### config.mk
export PLATFORM = sky130hd
export DESIGN_NAME = fetch_queue
export DESIGN_NICKNAME = d
export VERILOG_FILES = /design/src/rtl/if_pkg.sv /design/src/rtl/fetch_queue.sv
export SDC_FILE = /design/constraint.sdc
export NUM_CORES = 1
export LEC_CHECK = 0
export ABC_AREA = 1
export BUFFER_PORTS_ARGS = -buffer_cell sky130_fd_sc_hd__buf_2
export CAP_MARGIN = 20
export CORE_AREA = 2 2 145 147
export CTS_BUF_LIST = sky130_fd_sc_hd__clkbuf_4 sky130_fd_sc_hd__clkbuf_8
export DETAILED_ROUTE_END_ITERATION = 8
export DIE_AREA = 0 0 147 149
export PLACE_DENSITY = 0.74
export RECOVER_POWER = 50
export SYNTH_ARGS = -nofsm -noshare
export SYNTH_HDL_FRONTEND = slang
export SYNTH_SLANG_ARGS = --single-unit
### constraint.sdc
create_clock -name clk -period 9.15 [get_ports clk]
set_clock_uncertainty 0.05 [all_clocks]
set_input_delay 1.83 -clock clk [delete_from_list [all_inputs] [get_ports clk]]
set_output_delay 1.83 -clock clk [all_outputs]
set_load 0.01 [all_outputs]
### src/rtl/if_pkg.sv
// if_pkg: shared IF-stage types and constants for the PC register and fetch queue.
package if_pkg;
    localparam int PC_W = 30;
    localparam logic [PC_W-1:0] START_ADDR = 30'h0000BFF;
    typedef struct packed {
        logic [PC_W-1:0] pc;
        logic [31:0]     instr;
    } fetch_entry_t;
endpackage

### src/rtl/fetch_queue.sv
// fetch_queue: circular buffer of fetched {pc, instr} pairs between IF and ID.
module fetch_queue
    import if_pkg::*;
#(
    parameter int DEPTH   = 4,
    parameter int INSTR_W = 32
) (
    input  logic                     clk,
    input  logic                     reset,
    input  logic                     in_valid,
    input  logic [PC_W-1:0]          in_pc,
    input  logic [INSTR_W-1:0]       in_instr,
    output logic                     pc_write,
    output logic                     out_valid,
    output logic [PC_W-1:0]          out_pc,
    output logic [INSTR_W-1:0]       out_instr,
    input  logic                     id_ready,
    input  logic                     flush,
    output logic [$clog2(DEPTH):0]   count
);
    localparam int AW = $clog2(DEPTH);
    localparam int CW = AW + 1;

    fetch_entry_t    mem_q [DEPTH];
    logic [AW-1:0]   head_q, head_d, tail_q, tail_d;
    logic [CW-1:0]   count_q, count_d;
    logic            push, pop;

    assign out_valid = count_q != '0;
    assign pc_write  = (count_q != CW'(DEPTH)) || id_ready;
    assign push      = in_valid && pc_write && !flush;
    assign pop       = id_ready && out_valid;
    assign count     = count_q;
    // Gate the read so never-written storage cannot leak X toward ID.
    assign out_pc    = out_valid ? mem_q[head_q].pc : '0;
    assign out_instr = out_valid ? mem_q[head_q].instr : '0;

    always_comb begin
        head_d  = flush ? '0 : head_q + AW'(pop);
        tail_d  = flush ? '0 : tail_q + AW'(push);
        count_d = flush ? '0 : count_q + CW'(push) - CW'(pop);
    end

    always_ff @(posedge clk) begin
        if (reset) begin
            head_q  <= '0;
            tail_q  <= '0;
            count_q <= '0;
        end else begin
            head_q  <= head_d;
            tail_q  <= tail_d;
            count_q <= count_d;
        end
    end

    always_ff @(posedge clk) begin
        if (push) mem_q[tail_q] <= '{pc: in_pc, instr: in_instr};
    end

    always_ff @(posedge clk) begin
        if (!reset) assert (count_q <= CW'(DEPTH));
    end
endmodule

# Word-level counts from Yosys, hierarchy flattened
# Memories as Yosys holds them, arrays and structs flattened. A register that Yosys moved wholly into a read port is not among the register bits.
# Index checks and enable logic that the tools add are counted.
# totals
regBits	7
ramBits	248
inputBits	67
memories	1
# classes
addsub	4
n_eq_ne	1
n_mux	5
reduce_logical	7
# memory_table
name	depth	word_bits	rd	rd_ports_with_merged_regs	write_ports	line	source
mem_q	4	62	1	1	1	fetch_queue.sv:24	fetch_entry_t mem_q [DEPTH];
# op_table
cell	n
$mux 32	1
$mux 30	1
$add 2x1->2	2
$add 3x1->3	1
$logic_and 1x1->1	3
$ne 3x3->1 const B	1
$reduce_bool 3->1	1
$sub 3x1->3	1
$mux 1	2
$mux 2	1
$reduce_or 2->1	1
$logic_not 1->1	1
$logic_or 1x1->1	1

# Longest topological paths before layout
# Gate-level depths: netlist of the first run.
# logic_depth
ltp_word	6
depth_mapped	10
depth_no_buf	10

# Worst setup path after synthesis of the first run
# No wires, ideal clock.
# synth_timing
path_type	input to register
from	input port id_ready
to	memory mem_q[0][0] in the netlist's numbering, enable pin
setup_ns	0.482
arrival_time_ns	4.828
setup_slack_ns	3.789
stages	4
cell_sequence	inv_1 > nand3_1 > nand3_1 > nor2_1
# synth_via
elab_chain_cells	5
# synth_rtl
item	line	source
start: declaration	fetch_queue.sv:17	input logic id_ready,
$logic_or 1x1->1	fetch_queue.sv:30	assign pc_write = (count_q != CW'(DEPTH)) || id_ready;
named net pc_write	fetch_queue.sv:13	output logic pc_write,
$logic_and 1x1->1 (2 in a row)	fetch_queue.sv:31	assign push = in_valid && pc_write && !flush;
$mux 1	fetch_queue.sv:57	if (push) mem_q[tail_q] <= '{pc: in_pc, instr: in_instr};
$mux 1 (implied by the code)	fetch_queue.sv:57	
end: declaration	fetch_queue.sv:24	
# The timed path passes the listed nets, and every way through them passes these cells.

==> results by group, run 1 <==
Outcome
  • Status: finished, violations left
  • Failing checks: capacitance limit, slew limit

Placement
  • GPL Wtd Cong: 0.7343
  • Placed Area: about 12000 um2
  • Cell count after placement: 1404
  • I/O Buffers: 133
  • Pre-CTS setup slack: ~4700 ps
  • Post-DP HPWL: 12.82 mm

Setup path
  • Slowest cell on the critical path: buf_4
  • Worst Path Arrival: ~2900 ps
  • Setup CP Type: flop to primary output
  • CP Launch Type: flop
  • CP max FO: between 70 and 80
  • WP data required: 7270 ps
  • Ordered cell list for the critical path: inv_4 -> buf_4 -> nand2_1 -> nand3_1 -> a21oi_1 -> buf_2
  • CP endpoint kind: primary output
  • Crit-path max cell delay: about 740 ps

Timing
  • Final worst-path cycle share: about 52%
  • Unrepaired setup endpoints after global routing: no
  • Slew HR: -37.26%
  • Final hold vios: 0
  • Fin crit period: 4776 ps
  • Fin Hold WS: about 530 ps
  • Final WS setup: 4374 ps
  • Final setup fails: 0
  • Fin Setup TNS: 0 ps
  • Fin. max-slew vios: 46
  • Worst-margin pin slew: roughly 2100 ps
  • Fmax: 209.4 MHz

Global routing
  • Initial antenna violation count: 2
  • Overall routing resource usage: between 20% and 30%
  • Grt ovf: 0
  • Vias in the first global route: between 7k and 8k
  • Largest net degree at the start of global routing: 79
  • First-pass GRT wire length: around 36 mm

Power
  • Internal power: 1880 uW
  • Sequential share of power: a little over half
  • Pwr Density: 192.6 nW/um2
  • Clock share of power: approximately two fifths
  • Switching power: between 500 and 600 uW
  • Combinational Power Share: about 6.4%
  • Peak VDD IR: 0.0001222 V
  • Sw Share: between 20% and 30%
  • Leak: around 0.0055 uW

Synth
  • Total number of yosys warnings: 0
  • Yosys top cell by area: edfxtp_1
  • Register area share after synthesis: around two thirds
  • Post-synth cell types: 19
  • Synth area leaders: edfxtp_1, inv_1, nand2_1
  • Flops & latches, synth: around 260
  • Syn_area_per_cell: ~11 um2
  • Syn_nets: ~1.1k
  • Post-Syn Area: 11060 um2
  • Cell count after synthesis: around 1.0k
  • Yosys top cell area share: around two thirds

Floorplanning
  • Row count: 53
  • Die Area: between 20000 and 25000 um2
  • Initial Utilization: a little over half
  • Core ar.: 20560 um2
  • I/O pin count: between 100 and 150
  • Chip height: between 100 and 150 um
  • Die width: about 150 um

Min path
  • Worst Hold Class: flop to flop

Final layout
  • Area grow syn2layout: 13.25%
  • Nets: ~1.2k
  • Design area: ~13000 um2
  • Final cell count without fillers: about 1.5k
  • Commonest non-fill, non-tap cells in the layout: inv_1, nand2_1, edfxtp_1
  • Commonest non-fill, non-tap cell in the layout: inv_1
  • Layout cell share with drive strength beyond 1: 13.66%

Detailed routing
  • Via count: between 7k and 8k
  • Drt drc: 0
  • DRT iter0 DRCs: between 500 and 600
  • WL final: 22.47 mm
  • Antenna Nets Post-Route: 0
  • Vias per cell: 4.823
  • Drt pass-1 iters: 5
  • Routed length per instance: between 15 and 20 um

CTS
  • Clk slew on worst S/H paths: approximately 60 ps
  • CTS Buffer Depth: 3
  • Clock sink count: 255
  • # resized after CTS: 0
  • H-Tree Depth: 2
  • Root Buffer: clkbuf_8
  • Hold buffers post-CTS: 0
  • Clock Latency Late Sink: approximately 520 ps
  • CTS tree: done
  • Post-CTS Setup Bufs: 0
  • CTS buffer count: 41

Job
  • # Max-Cap Violations: 2
-- kinds of logic after synthesis --
group                    share of synthesized area [%]
AND/OR/NAND/NOR                                  15.05
XOR/XNOR                                        0.1584
adder cells (fa/ha/maj)                         0.6336
flip-flops                                       68.60
buffers and inverters                            12.09
AO/OA/AOI/OAI                                    3.462
-- layer usage --
layer	GRT usage (%)	part of all wire, %	vias up
li1	-	-	3552
met1	26.88	41	3320
met2	35.38	50	208
met3	5.107	6.8	42
met4	6.202	2.0	2
met5	0	0.058	-
-- worst max-delay path: cells and delay by family, from the launching register on --
| family | cells | cell delay [ps] |
|---|---|---|
| AO/OA/AOI/OAI | 1 | 130 |
| flip-flops | 1 | 510 |
| buffers and inverters | 3 | 1410 |
| AND/OR/NAND/NOR | 2 | 240 |
-- path summary, 6_finish.rpt --
| check | startpoint | end | slack [ps] | cells after the start |
|---|---|---|---|---|
| setup / recovery | head_q[0]$_SDFF_PP0_ | out_pc[29] | 4370 | 6 |
| hold / removal | tail_q[1]$_SDFF_PP0_ | tail_q[1]$_SDFF_PP0_ | 530 | 2 |
| setup reg to reg | count[1]$_SDFF_PP0_ | mem_q[3][53]$_DFFE_PP_ | 5500 | 5 |
| hold reg to reg | tail_q[1]$_SDFF_PP0_ | tail_q[1]$_SDFF_PP0_ | 530 | 2 |
-- registers in the layout, summed over array words and instances (netlist names) --
name,flops
head_q,2
count,3
mem_q,248
tail_q,2
-- power by group through the flow --
stage	clock (uW)	combinational [uW]	sequential, uW
3_3_place_gp	0	156	1330
6_report	949	155	1310
5_1_grt	1020	173	1310
4_1_cts	969	162	1310
3_5_place_dp	0	161	1330
2_1_floorplan	0	96.6	1330
-- cell usage after synthesis --
master / n
xnor2_1: 2
buf_6: 19
inv_1: 262
ha_1: 4
clkbuf_1: 6
buf_1: 3
fa_1: 1
nand3_1: 127
dfxtp_1: 7
inv_2: 3
nor3_4: 1
nor2_2: 1
a21oi_2: 18
buf_4: 2
a21oi_1: 45
edfxtp_1: 248
nand2_1: 255
nor2_1: 13
buf_2: 16
-- layout make-up --
cell class | instances | area [um2]
fillers | 1690 | 8033
clock inverters | 17 | 127.6
diodes | 1 | 2.502
clock buffers | 55 | 669.4
well taps | 275 | 344.1
inverters | 265 | 997.2
repair buffers | 142 | 651.9
flip-flops and latches | 255 | 7592
multi-input cells | 467 | 2140
-- stage by stage --
stage	utilization [%]	total power (uW)
6_report	60.93	2413
5_1_grt	60.91	2504
3_5_place_dp	57.55	1494
2_1_floorplan	-	1429
4_1_cts	61.43	2440
3_3_place_gp	57.55	1489
Power figures use the tool's default switching activity.
==> run 2, diff against run 1 <==
CORE_AREA = 2 2 147 149   (was 2 2 145 147)
DIE_AREA = 0 0 149 151   (was 0 0 147 149)
PLACE_DENSITY = 0.76   (was 0.74)
clock period = 3.8 ns   (was 9.15 ns; I/O delays follow)
==> results by group, run 2 (synthesis results as in run 1) <==
Setup path
  • WP data required: 2990 ps (-4280 ps)
  • CP endpoint kind: primary output
  • CP Launch Type: flop
  • CP max FO: 84 (+11%)
  • Worst Path Arrival: 2660 ps (-240 ps)
  • R2R setup slack: 500 ps (-5000 ps)
  • Setup CP Type: flop to primary output

Global routing
  • Grt ovf: 0 (unchanged)
  • Overall routing resource usage: 19.92% (-0.91 points)
  • Initial antenna violation count: 0 (-2)
  • First-pass GRT wire length: 34.76 mm (-2.7%)
  • Vias in the first global route: 7045 (-0.071%)
  • Largest net degree at the start of global routing: 85 (+7.6%)

Placement
  • GPL Wtd Cong: 0.7295 (-0.65%)
  • Cell count after placement: 1410 (+0.43%)
  • I/O Buffers: 133 (unchanged)
  • Post-DP HPWL: 12.46 mm (-2.8%)
  • Placed Area: 11910 um2 (+0.70%)

Detailed routing
  • Vias per cell: 4.855 (+0.66%)
  • DRT iter0 DRCs: 439 (-14%)
  • Drt drc: 0 (unchanged)
  • WL final: 22.00 mm (-2.1%)
  • Antenna Nets Post-Route: 0 (unchanged)
  • Via count: 7166 (+0.59%)
  • Drt pass-1 iters: 4 (-1)
  • Routed length per instance: 14.90 um (-2.0%)

Final layout
  • Antenna fix cells: 0 (-1)
  • Utilization after layout: 60.06% (-0.86 points)
  • Area occupied by multi-input gates: 2147 um2 (+0.35%)
  • Max FFs per register: 248 (unchanged)
  • Nets: 1249 (+0.40%)
  • Register cell area after layout: 7592 um2 (unchanged)
  • Area grow syn2layout: 13.09%
  • Commonest non-fill, non-tap cells in the layout: inv_1, nand2_1, edfxtp_1
  • Final cell count without fillers: 1476 (-0.068%)
  • Commonest non-fill, non-tap cell in the layout: inv_1
  • Layout cell share with drive strength beyond 1: 13.41% (-0.25 points)
  • FILL cells: 1703 (+0.77%)
  • Largest register by flop count: mem_q
  • Design area: 12510 um2 (-0.14%)

Floorplanning
  • I/O pin count: 134 (unchanged)
  • Initial Utilization: 53.11% (-0.69 points)
  • Chip height: 151 um (+1.3%)
  • Die Area: 22500 um2 (+2.7%)
  • Core ar.: 20820 um2 (+1.3%)
  • Row count: 53 (unchanged)
  • Die width: 149 um (+1.4%)

CTS
  • CTS buffer count: 40 (-2.4%)
  • Clk slew on worst S/H paths: 60 ps (about the same)
  • Post-CTS Setup Bufs: 0 (unchanged)
  • Clock sink count: 255 (unchanged)
  • # resized after CTS: 0 (unchanged)
  • Hold buffers post-CTS: 0 (unchanged)
  • H-Tree Depth: 2 (unchanged)
  • Clock Latency Late Sink: 510 ps (about the same)
  • CTS Buffer Depth: 3 (unchanged)
  • CTS tree: done
  • Root Buffer: clkbuf_8

Timing
  • Fin. max-slew vios: 24 (-48%)
  • Final worst-path cycle share: 91.28%
  • Fmax: slightly below 300 MHz
  • Final setup fails: 0 (unchanged)
  • Unrepaired setup endpoints after global routing: no
  • Final hold vios: 0 (unchanged)
  • Worst-margin pin slew: 1538 ps (-513.3 ps)
  • Slew HR: -2.532% (+35 points)
  • Fin Hold WS: 437.3 ps (-95.68 ps)
  • Fin crit period: around 3500 ps

Power
  • Total power: 5583 uW (+130%)
  • Pwr Density: 446.4 nW/um2 (+130%)
  • Internal power: 4341 uW (+130%)
  • Leak: 0.005520 uW (-0.20%)
  • Clock share of power: 36.9% (-2.5 points)
  • Peak VDD IR: 0.0002463 V (+100%)
  • Switching power: 1242 uW (+130%)
  • Sw Share: 22.25% (+0.17 points)
  • Combinational Power Share: 6.6% (+0.2 points)
  • Sequential share of power: 56.4% (+2.2 points)

Outcome
  • Failing checks: capacitance limit, slew limit
  • Status: finished, violations left

Min path
  • Worst Hold Class: input port to flop

Job
  • # Max-Cap Violations: 1 (-1)
-- run 2: cell count changes in the layout (fill, tap and decap cells not counted) --
cell / previous run / this run
buf_12: 0 / 3
nor2_1: 13 / 12
buf_4: 9 / 10
clkinvlp_4: 2 / 0
diode_2: 1 / 0
nor2_4: 1 / 2
clkbuf_4: 14 / 10
bufinv_16: 2 / 0
clkbuf_1: 65 / 67
clkinv_1: 10 / 12
-- run 2: per-stage QoR --
stage	setup WS (ps)	setup TNS (ps)
floorplan	-490.6	-121660
global placement	993.7	0
detailed placement	951.6	0
CTS	384.8	0
global route	128.9	0
finish	331.3	0
-- run 2: critical path, stage by stage (launching register included) --
cell and delay, ps:
dfxtp_4 670, buf_4 790, nand2_1 150, nand3_1 130, a21oi_1 110, buf_2 230
-- run 2: worst paths after layout --
kind,to,startpoint,cells past startpoint
max,out_instr[19],head_q[0]$_SDFF_PP0_,5
min,count[2]$_SDFF_PP0_,reset,4
max reg2reg,count[1]$_SDFF_PP0_,count[1]$_SDFF_PP0_,9
min reg2reg,tail_q[1]$_SDFF_PP0_,tail_q[1]$_SDFF_PP0_,2
-- run 2: routing by layer --
metal	vias to the layer above	global-route usage [%]	routed length, um
li1	3557	-	-
met4	0	6.381	368
met2	218	34.49	11050
met1	3361	24.69	8951
met5	-	0	0
met3	30	5.060	1630
-- run 2: final cells by class --
cell class | count | share of cell area, %
Sequential cell | 255 | 60.70
Multi-Input combinational cell | 467 | 17.17
Inverter | 265 | 7.973
Timing Repair Buffer | 148 | 5.812
Clock buffer | 51 | 5.112
Tap cell | 275 | 2.751
Clock inverter | 15 | 0.4802
-- run 2: power by group through the flow --
| stage | Clock [uW] | Sequential, uW | Combinational, uW |
|---|---|---|---|
| global placement | 0 | 3210 | 376 |
| floorplan | 0 | 3210 | 233 |
| global route | 2230 | 3150 | 413 |
| detailed placement | 0 | 3210 | 385 |
| finish | 2060 | 3150 | 370 |
| CTS | 2110 | 3150 | 387 |
